$ cat src/rtl/random_delay_timer.sv
// random_delay_timer
// Reaction-time game timer. An accepted start latches a clamped random delay
// (500..3500 ms), waits that long, then lights go_led and measures how many
// milliseconds pass before the player presses the button. A press before
// go_led is a false start; no press within MAX_REACTION_MS is a timeout.
//
// Ports:
//   clk          system clock, rising edge
//   reset        asynchronous, active-high reset
//   start        single-cycle round request (honoured in IDLE/RESULT only)
//   btn          debounced, clk-synchronous button level (1 = pressed)
//   delay_ms     random delay in ms, sampled on an accepted start
//   go_led       high while the player is expected to react
//   busy         high while a round is running (WAIT or ARMED)
//   done         one-cycle pulse when a round ends
//   false_start  sticky: round ended with a press before go_led
//   timeout      sticky: round ended with no press in time
//   reaction_ms  measured reaction time, held until the next accepted start
module random_delay_timer #(
  parameter int CYCLES_PER_MS   = 100000,
  parameter int MAX_REACTION_MS = 9999
) (
  input  logic        clk,
  input  logic        reset,
  input  logic        start,
  input  logic        btn,
  input  logic [11:0] delay_ms,
  output logic        go_led,
  output logic        busy,
  output logic        done,
  output logic        false_start,
  output logic        timeout,
  output logic [13:0] reaction_ms
);

  localparam int                 PRESC_W    = $clog2(CYCLES_PER_MS);
  localparam logic [PRESC_W-1:0] PRESC_LAST = PRESC_W'(CYCLES_PER_MS - 1);
  localparam logic [PRESC_W-1:0] PRESC_ONE  = PRESC_W'(1);
  localparam logic [PRESC_W-1:0] PRESC_ZERO = PRESC_W'(0);
  localparam logic [13:0]        MAX_MS     = 14'(MAX_REACTION_MS);
  localparam logic [11:0]        DELAY_MIN  = 12'd500;
  localparam logic [11:0]        DELAY_MAX  = 12'd3500;

  typedef enum logic [1:0] {
    S_IDLE   = 2'd0,
    S_WAIT   = 2'd1,
    S_ARMED  = 2'd2,
    S_RESULT = 2'd3
  } state_t;

  // Limit the random delay to the playable window.
  function automatic logic [11:0] clamp_delay(input logic [11:0] d);
    logic [11:0] r;
    if (d < DELAY_MIN) begin
      r = DELAY_MIN;
    end else if (d > DELAY_MAX) begin
      r = DELAY_MAX;
    end else begin
      r = d;
    end
    return r;
  endfunction

  state_t               state_r, state_n;
  logic [PRESC_W-1:0]   presc_r, presc_n;
  logic [13:0]          ms_r, ms_n;
  logic [11:0]          delay_r, delay_n;
  logic                 btn_q_r;
  logic                 go_r, go_n;
  logic                 done_r, done_n;
  logic                 fs_r, fs_n;
  logic                 to_r, to_n;
  logic [13:0]          rms_r, rms_n;
  logic                 tick_s;
  logic                 press_s;
  logic [13:0]          ms_inc_s;

  assign tick_s   = (presc_r == PRESC_LAST);
  // Only a rising edge counts, so a button held through start is ignored.
  assign press_s  = btn & ~btn_q_r;
  assign ms_inc_s = ms_r + 14'd1;

  // State and datapath registers.
  always_ff @(posedge clk or posedge reset) begin
    if (reset) begin
      state_r <= S_IDLE;
      presc_r <= PRESC_ZERO;
      ms_r    <= 14'd0;
      delay_r <= DELAY_MIN;
      btn_q_r <= 1'b0;
      go_r    <= 1'b0;
      done_r  <= 1'b0;
      fs_r    <= 1'b0;
      to_r    <= 1'b0;
      rms_r   <= 14'd0;
    end else begin
      state_r <= state_n;
      presc_r <= presc_n;
      ms_r    <= ms_n;
      delay_r <= delay_n;
      btn_q_r <= btn;
      go_r    <= go_n;
      done_r  <= done_n;
      fs_r    <= fs_n;
      to_r    <= to_n;
      rms_r   <= rms_n;
    end
  end

  // Next-state and next-output logic.
  always_comb begin
    state_n = state_r;
    presc_n = tick_s ? PRESC_ZERO : (presc_r + PRESC_ONE);
    ms_n    = ms_r;
    delay_n = delay_r;
    go_n    = go_r;
    done_n  = 1'b0;
    fs_n    = fs_r;
    to_n    = to_r;
    rms_n   = rms_r;

    case (state_r)
      S_IDLE, S_RESULT: begin
        // Prescaler parks at zero between rounds.
        presc_n = PRESC_ZERO;
        if (start) begin
          state_n = S_WAIT;
          delay_n = clamp_delay(delay_ms);
          ms_n    = 14'd0;
          go_n    = 1'b0;
          fs_n    = 1'b0;
          to_n    = 1'b0;
          rms_n   = 14'd0;
        end else begin
          state_n = state_r;
        end
      end

      S_WAIT: begin
        // A press wins even on the cycle the delay expires.
        if (press_s) begin
          state_n = S_RESULT;
          presc_n = PRESC_ZERO;
          fs_n    = 1'b1;
          rms_n   = 14'd0;
          go_n    = 1'b0;
          done_n  = 1'b1;
        end else if (tick_s) begin
          if (ms_inc_s == {2'b00, delay_r}) begin
            state_n = S_ARMED;
            presc_n = PRESC_ZERO;
            ms_n    = 14'd0;
            go_n    = 1'b1;
          end else begin
            ms_n = ms_inc_s;
          end
        end else begin
          ms_n = ms_r;
        end
      end

      S_ARMED: begin
        // The reaction time is the count before any same-cycle tick.
        if (press_s) begin
          state_n = S_RESULT;
          presc_n = PRESC_ZERO;
          rms_n   = ms_r;
          go_n    = 1'b0;
          done_n  = 1'b1;
        end else if (tick_s) begin
          if (ms_inc_s >= MAX_MS) begin
            state_n = S_RESULT;
            presc_n = PRESC_ZERO;
            ms_n    = ms_inc_s;
            to_n    = 1'b1;
            rms_n   = MAX_MS;
            go_n    = 1'b0;
            done_n  = 1'b1;
          end else begin
            ms_n = ms_inc_s;
          end
        end else begin
          ms_n = ms_r;
        end
      end

      default: begin
        state_n = S_IDLE;
        presc_n = PRESC_ZERO;
        go_n    = 1'b0;
      end
    endcase
  end

  assign go_led      = go_r;
  assign busy        = (state_r == S_WAIT) || (state_r == S_ARMED);
  assign done        = done_r;
  assign false_start = fs_r;
  assign timeout     = to_r;
  assign reaction_ms = rms_r;

endmodule

$ cat config.mk
export PLATFORM = sky130hd
export DESIGN_NAME = random_delay_timer
export DESIGN_NICKNAME = d
export VERILOG_FILES = /design/src/rtl/random_delay_timer.sv
export SDC_FILE = /design/constraint.sdc
export NUM_CORES = 1
export LEC_CHECK = 0
export ABC_AREA = 1
export CAP_MARGIN = 20
export CORE_ASPECT_RATIO = 0.75
export CORE_UTILIZATION = 25
export DETAILED_ROUTE_END_ITERATION = 12
export PLACE_DENSITY = 0.46
export REMOVE_ABC_BUFFERS = 1
export SLEW_MARGIN = 10
export SYNTH_ARGS = -nofsm -noshare
export SYNTH_HDL_FRONTEND = slang
export SYNTH_SLANG_ARGS = --single-unit
export TNS_END_PERCENT = 20
$ cat constraint.sdc
create_clock -name clk -period 2.6 [get_ports clk]
set_clock_uncertainty 0.15 [all_clocks]
set_input_delay 0.26 -clock clk [delete_from_list [all_inputs] [get_ports clk]]
set_output_delay 0.26 -clock clk [all_outputs]
set_load 0.03 [all_outputs]
==> flow_summary.json <==
{
  "status": "finished clean",
  "period_share_pct": 92.2,
  "yosysTopAreaCell": "dfrtp_1",
  "io_pins": 35,
  "synth_cell_type_count": 35,
  "post_dp_cell_area_um2": 4130,
  "antenna_found_initial": 0,
  "layout-drive-gt1-share_pct": 10.6,
  "cts_hold_repair.buffers": 0,
  "drt-total-wl_mm": 9.71,
  "async_flop_share_pct": 100,
  "initial_core_util_pct": 25.8,
  "design_area_um2": 4520,
  "crit_path_end_kind": "flip-flop",
  "first_pass_iters": 4,
  "cp.arrival_ns": 2.43,
  "die_width_um": 139,
  "syn_inst": 468,
  "p_per_area_nw_per_um2": 904,
  "clk_pin_slew_worst_paths_ns": 0.05,
  "synth_top_area_share_pct": 41.0,
  "ys_ff_latch": 64,
  "drt_iter0_markers": 115,
  "fin_tns_setup_ns": 0,
  "rsz0062_at_grt": "no",
  "ys_dominant_reg_cell": "dfrtp_1",
  "yosysWarnings": 0,
  "crit_required_ns": 2.64,
  "areaGrowthSynthToFinish_pct": 27.5,
  "antenna_cells": 0,
  "critPathLaunchType": "flip-flop",
  "cts_buffers": 9,
  "hold_violations": 0,
  "fin_util_pct": 32.8,
  "syn-cell-area_um2": 3540,
  "fin_crit_ns": 2.40,
  "nets": 536,
  "htreeDepth": 3,
  "dieHeight_um": 105,
  "report.final.slew_viol_count": 0,
  "pre_cts_ws_ns": -0.143,
  "slowest_delay_ns": 0.41,
  "p_total_w": 0.00408,
  "cellLeakagePower_nw": 1.97,
  "vias": 3210,
  "vdd_ir_drop_max_uv": 325,
  "rows": 37,
  "setup_ws_ns": 0.204,
  "core_area_um2": 13700,
  "synth_edf_count": 0,
  "avgSynthCellArea_um2": 7.57,
  "worst_pin_slew_ns": 0.473,
  "yosysSeqAreaShare_pct": 45.4,
  "cp_slowest_cell": "dfrtp_1",
  "critPathMaxFanout": 7,
  "path_cells": "buf_4 > ha_1 > or2_2 > nand4_1 > nor2_1 > nand3_1 > nor2_4 > nand2_1 > nor2_2 > nand3_2 > nand2_4 > o22ai_1",
  "grt_max_degree": 65,
  "synthTopCellsByArea": "dfrtp_1 (41%), nand2_1 (12%), nand3_1 (6.4%)",
  "worstSkewPairLatency_ns": 0.33,
  "gp_congestion": 0.865,
  "grt_pass1_wl_mm": 16.1,
  "cts-root-buf": "clkbuf_16",
  "drtAntennaViolNets": 0,
  "setup_viol": 0,
  "route.detailed.drc": 0,
  "overflow": 0,
  "path_class": "reg2reg",
  "numPortBuffers": 34,
  "grtUsageTotal_pct": 14.2,
  "wl_per_cell_um": 14.0,
  "die-area_um2": 14600,
  "avgViaCountPerCell": 4.63,
  "clk_path_buf_depth": 2,
  "cts_setup_buffers": 0,
  "grt_pass1_vias": 3167,
  "clkSinkCount": 64,
  "place_hpwl_mm": 7.26,
  "cts_tree": "yes",
  "slew_headroom_pct": 68.3,
  "hold_class": "in2async",
  "fmax_ghz": 0.417,
  "worstRegToRegCells": 12,
  "maxCapViolations": 0
}
[layout make-up]
type / instances / area, um2
clock buffers: 10 / 239
inverters: 59 / 221
multi-input cells: 340 / 1750
flip-flops and latches: 64 / 1610
clock inverters: 4 / 70.1
fillers: 1428 / 9230
well taps: 175 / 219
repair buffers: 41 / 405
[cell usage after synthesis (all sizes together), types with 3 or more instances]
cell type  count
ha             5
o22ai          5
dfrtp         58
xor2           9
dfstp          6
nor3          14
nand3         47
inv           59
nand2        119
nor2          61
nor4           3
clkbuf         3
a21oi         11
o21ai         39
nand4         15
[per-stage QoR]
| step | cells | hold slack, ns |
|---|---|---|
| 2_1_floorplan | 463 | 0.141 |
| 3_3_place_gp | 679 | 0.301 |
| 3_5_place_dp | 679 | 0.307 |
| 4_1_cts | 693 | 0.181 |
| 5_1_grt | 693 | 0.225 |
| 6_report | 693 | 0.172 |
[critical path, delay by kind of cell, from the launching register on]
kind / cells / cell delay (ns)
simple gates: 9 / 1.12
flops: 1 / 0.41
fa+ha+maj: 1 / 0.30
buf+inv: 1 / 0.16
compound gates: 1 / 0.10
[worst paths after layout]
path | startpoint | end | slack (ns)
min | reset | ms_r[2] | 0.17
max in group asynchronous | reset | delay_r[8] | 1.82
max | ms_r[1] | ms_r[5] | 0.20
min reg2reg | presc_r[0] | presc_r[0] | 0.31
min in group clk | btn | btn_q_r | 0.25
max reg2reg | ms_r[1] | ms_r[5] | 0.20
[report_power, final]
group / internal [W] / switching [W]
Clock: 0.000851 / 0.000437
Combinational: 0.000468 / 0.00102
Sequential: 0.00120 / 0.000110
Total: 0.00252 / 0.00157
[metal layers]
metal	GRT usage (%)	share of wire [%]
met5	0	0
met2	20.4	41
met4	3.73	1.1
met1	20.4	53
met3	3.99	4.8
[logic make-up after synthesis]
family                     share of synthesized area, %
DFF                                                45.4
buffers and inverters                              7.21
adders and majority gates                          1.77
AOI/OAI and AO/OA                                  9.19
xor gates and xnor gates                           2.47
and+or+nand+nor                                    33.9
[placed cells by master, fill, tap and decap left out, types with 3 or more instances in the layout]
| master | netlist | final |
|---|---|---|
| nand2_1 | 112 | 112 |
| inv_1 | 58 | 57 |
| dfrtp_1 | 58 | 56 |
| nor2_1 | 55 | 52 |
| nand3_1 | 45 | 43 |
| clkdlybuf4s50_1 | 0 | 34 |
| o21ai_0 | 21 | 20 |
| o21ai_1 | 17 | 18 |
| nand4_1 | 15 | 15 |
| nor3_1 | 14 | 13 |
| a21oi_1 | 11 | 11 |
| xor2_1 | 9 | 9 |
| clkbuf_16 | 0 | 9 |
| dfstp_2 | 6 | 6 |
| buf_4 | 0 | 6 |
| nand2_2 | 6 | 5 |
| nor2_2 | 4 | 5 |
| o22ai_1 | 5 | 5 |
| nor2_4 | 2 | 4 |
| ha_1 | 5 | 4 |
| nor4_1 | 3 | 3 |
[timing repair]
item                                    4_1_cts  5_1_grt
resized for setup                             2       15
gates cloned                                  0        0
endpoints found under the setup margin       12       30
pin swaps                                     0        0
[sequential cells by signal, indices dropped and copies added, names as in the netlist]
| name | flops |
|---|---|
| presc_r | 17 |
| ms_r | 14 |
| reaction_ms | 14 |
| delay_r | 12 |
| state_r | 2 |
| btn_q_r | 1 |
| done | 1 |
| false_start | 1 |
| go_led | 1 |
| timeout | 1 |
(Power assumes the default switching activity.)
==> RTL change (config.mk and constraints unchanged) <==
The parameter `CYCLES_PER_MS` goes from 100000 to 200000.
--- a/src/rtl/random_delay_timer.sv
+++ b/src/rtl/random_delay_timer.sv
@@ -18,5 +18,5 @@
 //   reaction_ms  measured reaction time, held until the next accepted start
 module random_delay_timer #(
-  parameter int CYCLES_PER_MS   = 100000,
+  parameter int CYCLES_PER_MS   = 200000,
   parameter int MAX_REACTION_MS = 9999
 ) (
Formal check against the unedited RTL: no difference found for any inputs over 10 cycles, from zero or initial values and one cycle with reset high; that may be too few to reach the edited logic, so the function may still have changed.
==> RTL change against the original RTL <==
  * Final area rose by 3.0%
  * Power is 9.1% higher
  * Highest routed layer unchanged
  * Sequential cell count up 1
  * Worst hold slack worse by 32 ps
  * First-iteration DRC count increased by 56%
  * Count of clock-buffer cells in the layout did not move
  * Synthesized area increased by 3.1%
  * Routed wire length down 2.8%
  * Worst setup slack better by 23 ps
  * Die area increased by 3.0%
==> RTL change: results (changes against the original RTL) <==
The total routing resource utilization after global routing is 13.5% (-0.66 points), and the number of instances in the synthesized netlist is 482 (+3.0%). For the number of H-tree branching levels, the log shows 3 (unchanged). The largest stage delay on the critical path works out to 390 ps (-20 ps). The run finished with clean final reports. The clock network area share works out to 7.10% (+0.26 points). The logs give 2 (unchanged) for the number of buffers on the longest clock path and 0.463 mV (+42%) for the worst ir drop on vdd. Fraction of layout instances using a drive strength above 1: 12.6% (+2.0 points).

The tools report the leakage component of the power as 2.06 nW (+4.8%). The run gives 63.8 ps (+207 ps) as the post-place setup slack. Met3 capacity usage during global routing: 3.62% (-0.37 points).

Logic depth of the worst register-to-register path: 12 (unchanged). The total via count in the routed design came out at 3225 (+0.47%). The number of instances resized during post-cts repair was 0 (-2); the highest fanout seen on the critical path was 28 (+21).

The cell sitting at the root of the clock tree is a sky130_fd_sc_hd__clkbuf_16. The average detailed-routed wire length per instance was 12.9 um (-8.1%); the count of unique library cells instantiated by Yosys was 38 (+8.6%). The fraction of area in multi-input gates is 38.1% (-0.60 points), and the wire length of the first global-routing pass is 15.6 mm (-3.3%). Sorting the synthesized cells by area gives the leading types as sky130_fd_sc_hd__dfrtp_1, sky130_fd_sc_hd__nand2_1, sky130_fd_sc_hd__inv_1, sky130_fd_sc_hd__nand3_1, sky130_fd_sc_hd__nor2_1.

The run gives 3021 (-4.6%) as the number of global-route vias before repair. The critical path arrival is 2480 ps (+50 ps), and the non-clock buffer count in the final layout is 47 (+15%). The number of multi-input combinational cells was 352 (+3.5%); the worst hold margin was 140 ps (-32.3 ps).

The pin count of the biggest net entering global routing was 66 (+1.5%). Number of sequential storage elements: 65 (+1.6%). The via density per instance was 4.40 (-5.0%); the global-route track usage on met1 was 19.6% (-0.84 points). The non-clock buffer share of cell area was 9.68% (+0.71 points); the area of all sequential standard cells was 1640 um^2 (+1.5%). Number of DRC markers in iteration 0: 179 (+56%). For the total instance count after detailed placement, the log shows 714 (+5.2%).

By count the netlist is led by sky130_fd_sc_hd__nand2_1, sky130_fd_sc_hd__dfrtp_1, sky130_fd_sc_hd__inv_1, sky130_fd_sc_hd__nor2_1, sky130_fd_sc_hd__nand3_1. The tools report the worst setup slack for register-to-register paths as 230 ps (+20 ps). The run gives 1523 (+6.7%) as the number of fill cells in the layout. The capture instance of the worst register-to-register path is reaction_ms[2]$_DFFE_PP0P_. Yosys synthesis warning count: 0 (unchanged). The area growth from synthesis to layout was 27.5% (about the same).

The tools report the cell area reported after detailed placement as 4280 um^2 (+3.5%). The sequential area share after synthesis is 44.8% (-0.67 points), and the inverter count is 58 (-1.7%). For the power spent charging and discharging nets, the log shows 1.73 mW (+11%).

The number of flip-flops in the largest register is 18 (+1), and the final HPWL from detailed placement is 7.00 mm (-3.6%). Grouping stages by cell kind, the critical path spends the most delay in simple AND/OR/NAND/NOR gates. The remaining max-slew budget at the tightest pin is 67.9% (-0.41 points), and the met2 layer usage reported by global route is 19.1% (-1.3 points). The number of nets in the final layout was 554 (+3.4%).

The final estimated routing congestion in global placement came out at 0.823 (-4.9%).
RTL change: cell count changes after synthesis, sizes merged, moves of 3 or more:
cell,unedited run,this run
nand2,119,147
nor2,61,54
o21ai,39,45
nand3,47,42
a32oi,0,4
nor3,14,10
nand4,15,12
o22ai,5,2
xor2,9,6
RTL change: worst min-delay path, delay by kind of cell:
family                 cells  cell delay, ps
buffers and inverters      3             770
RTL change: worst max-delay path by stage:
stage | startpoint | end | slack, ps
floorplan | ms_r[0]$_DFFE_PP0P_ | reaction_ms[0]$_DFFE_PP0P_ | 440
global placement | ms_r[0]$_DFFE_PP0P_ | reaction_ms[0]$_DFFE_PP0P_ | 200
detailed placement | ms_r[0]$_DFFE_PP0P_ | reaction_ms[5]$_DFFE_PP0P_ | 60
CTS | ms_r[0]$_DFFE_PP0P_ | reaction_ms[2]$_DFFE_PP0P_ | 40
global route | ms_r[1]$_DFFE_PP0P_ | reaction_ms[5]$_DFFE_PP0P_ | -10
finish | ms_r[1]$_DFFE_PP0P_ | reaction_ms[2]$_DFFE_PP0P_ | 230
RTL change: cell families after synthesis:
| group | synth area share [%] |
|---|---|
| AO/OA/AOI/OAI | 11.6 |
| adder cells (fa/ha/maj) | 1.71 |
| AND/OR/NAND/NOR | 33.0 |
| buffers and inverters | 7.23 |
| flip-flops | 44.8 |
| XOR/XNOR | 1.68 |
RTL change: power groups by stage:
stage | Clock (mW) | Sequential, mW | Combinational, mW
after global routing | 1.42 | 1.40 | 1.96
final | 1.33 | 1.37 | 1.75
after detailed placement | 0 | 1.39 | 1.71
after floorplan | 0 | 1.50 | 0.966
after global placement | 0 | 1.39 | 1.70
after CTS | 1.38 | 1.38 | 1.72
RTL change: routing by layer:
metal	share of wire, %	vias up
li1	-	1669
met1	53	1495
met2	42	51
met3	3.4	10
met4	1.4	0
met5	0	-
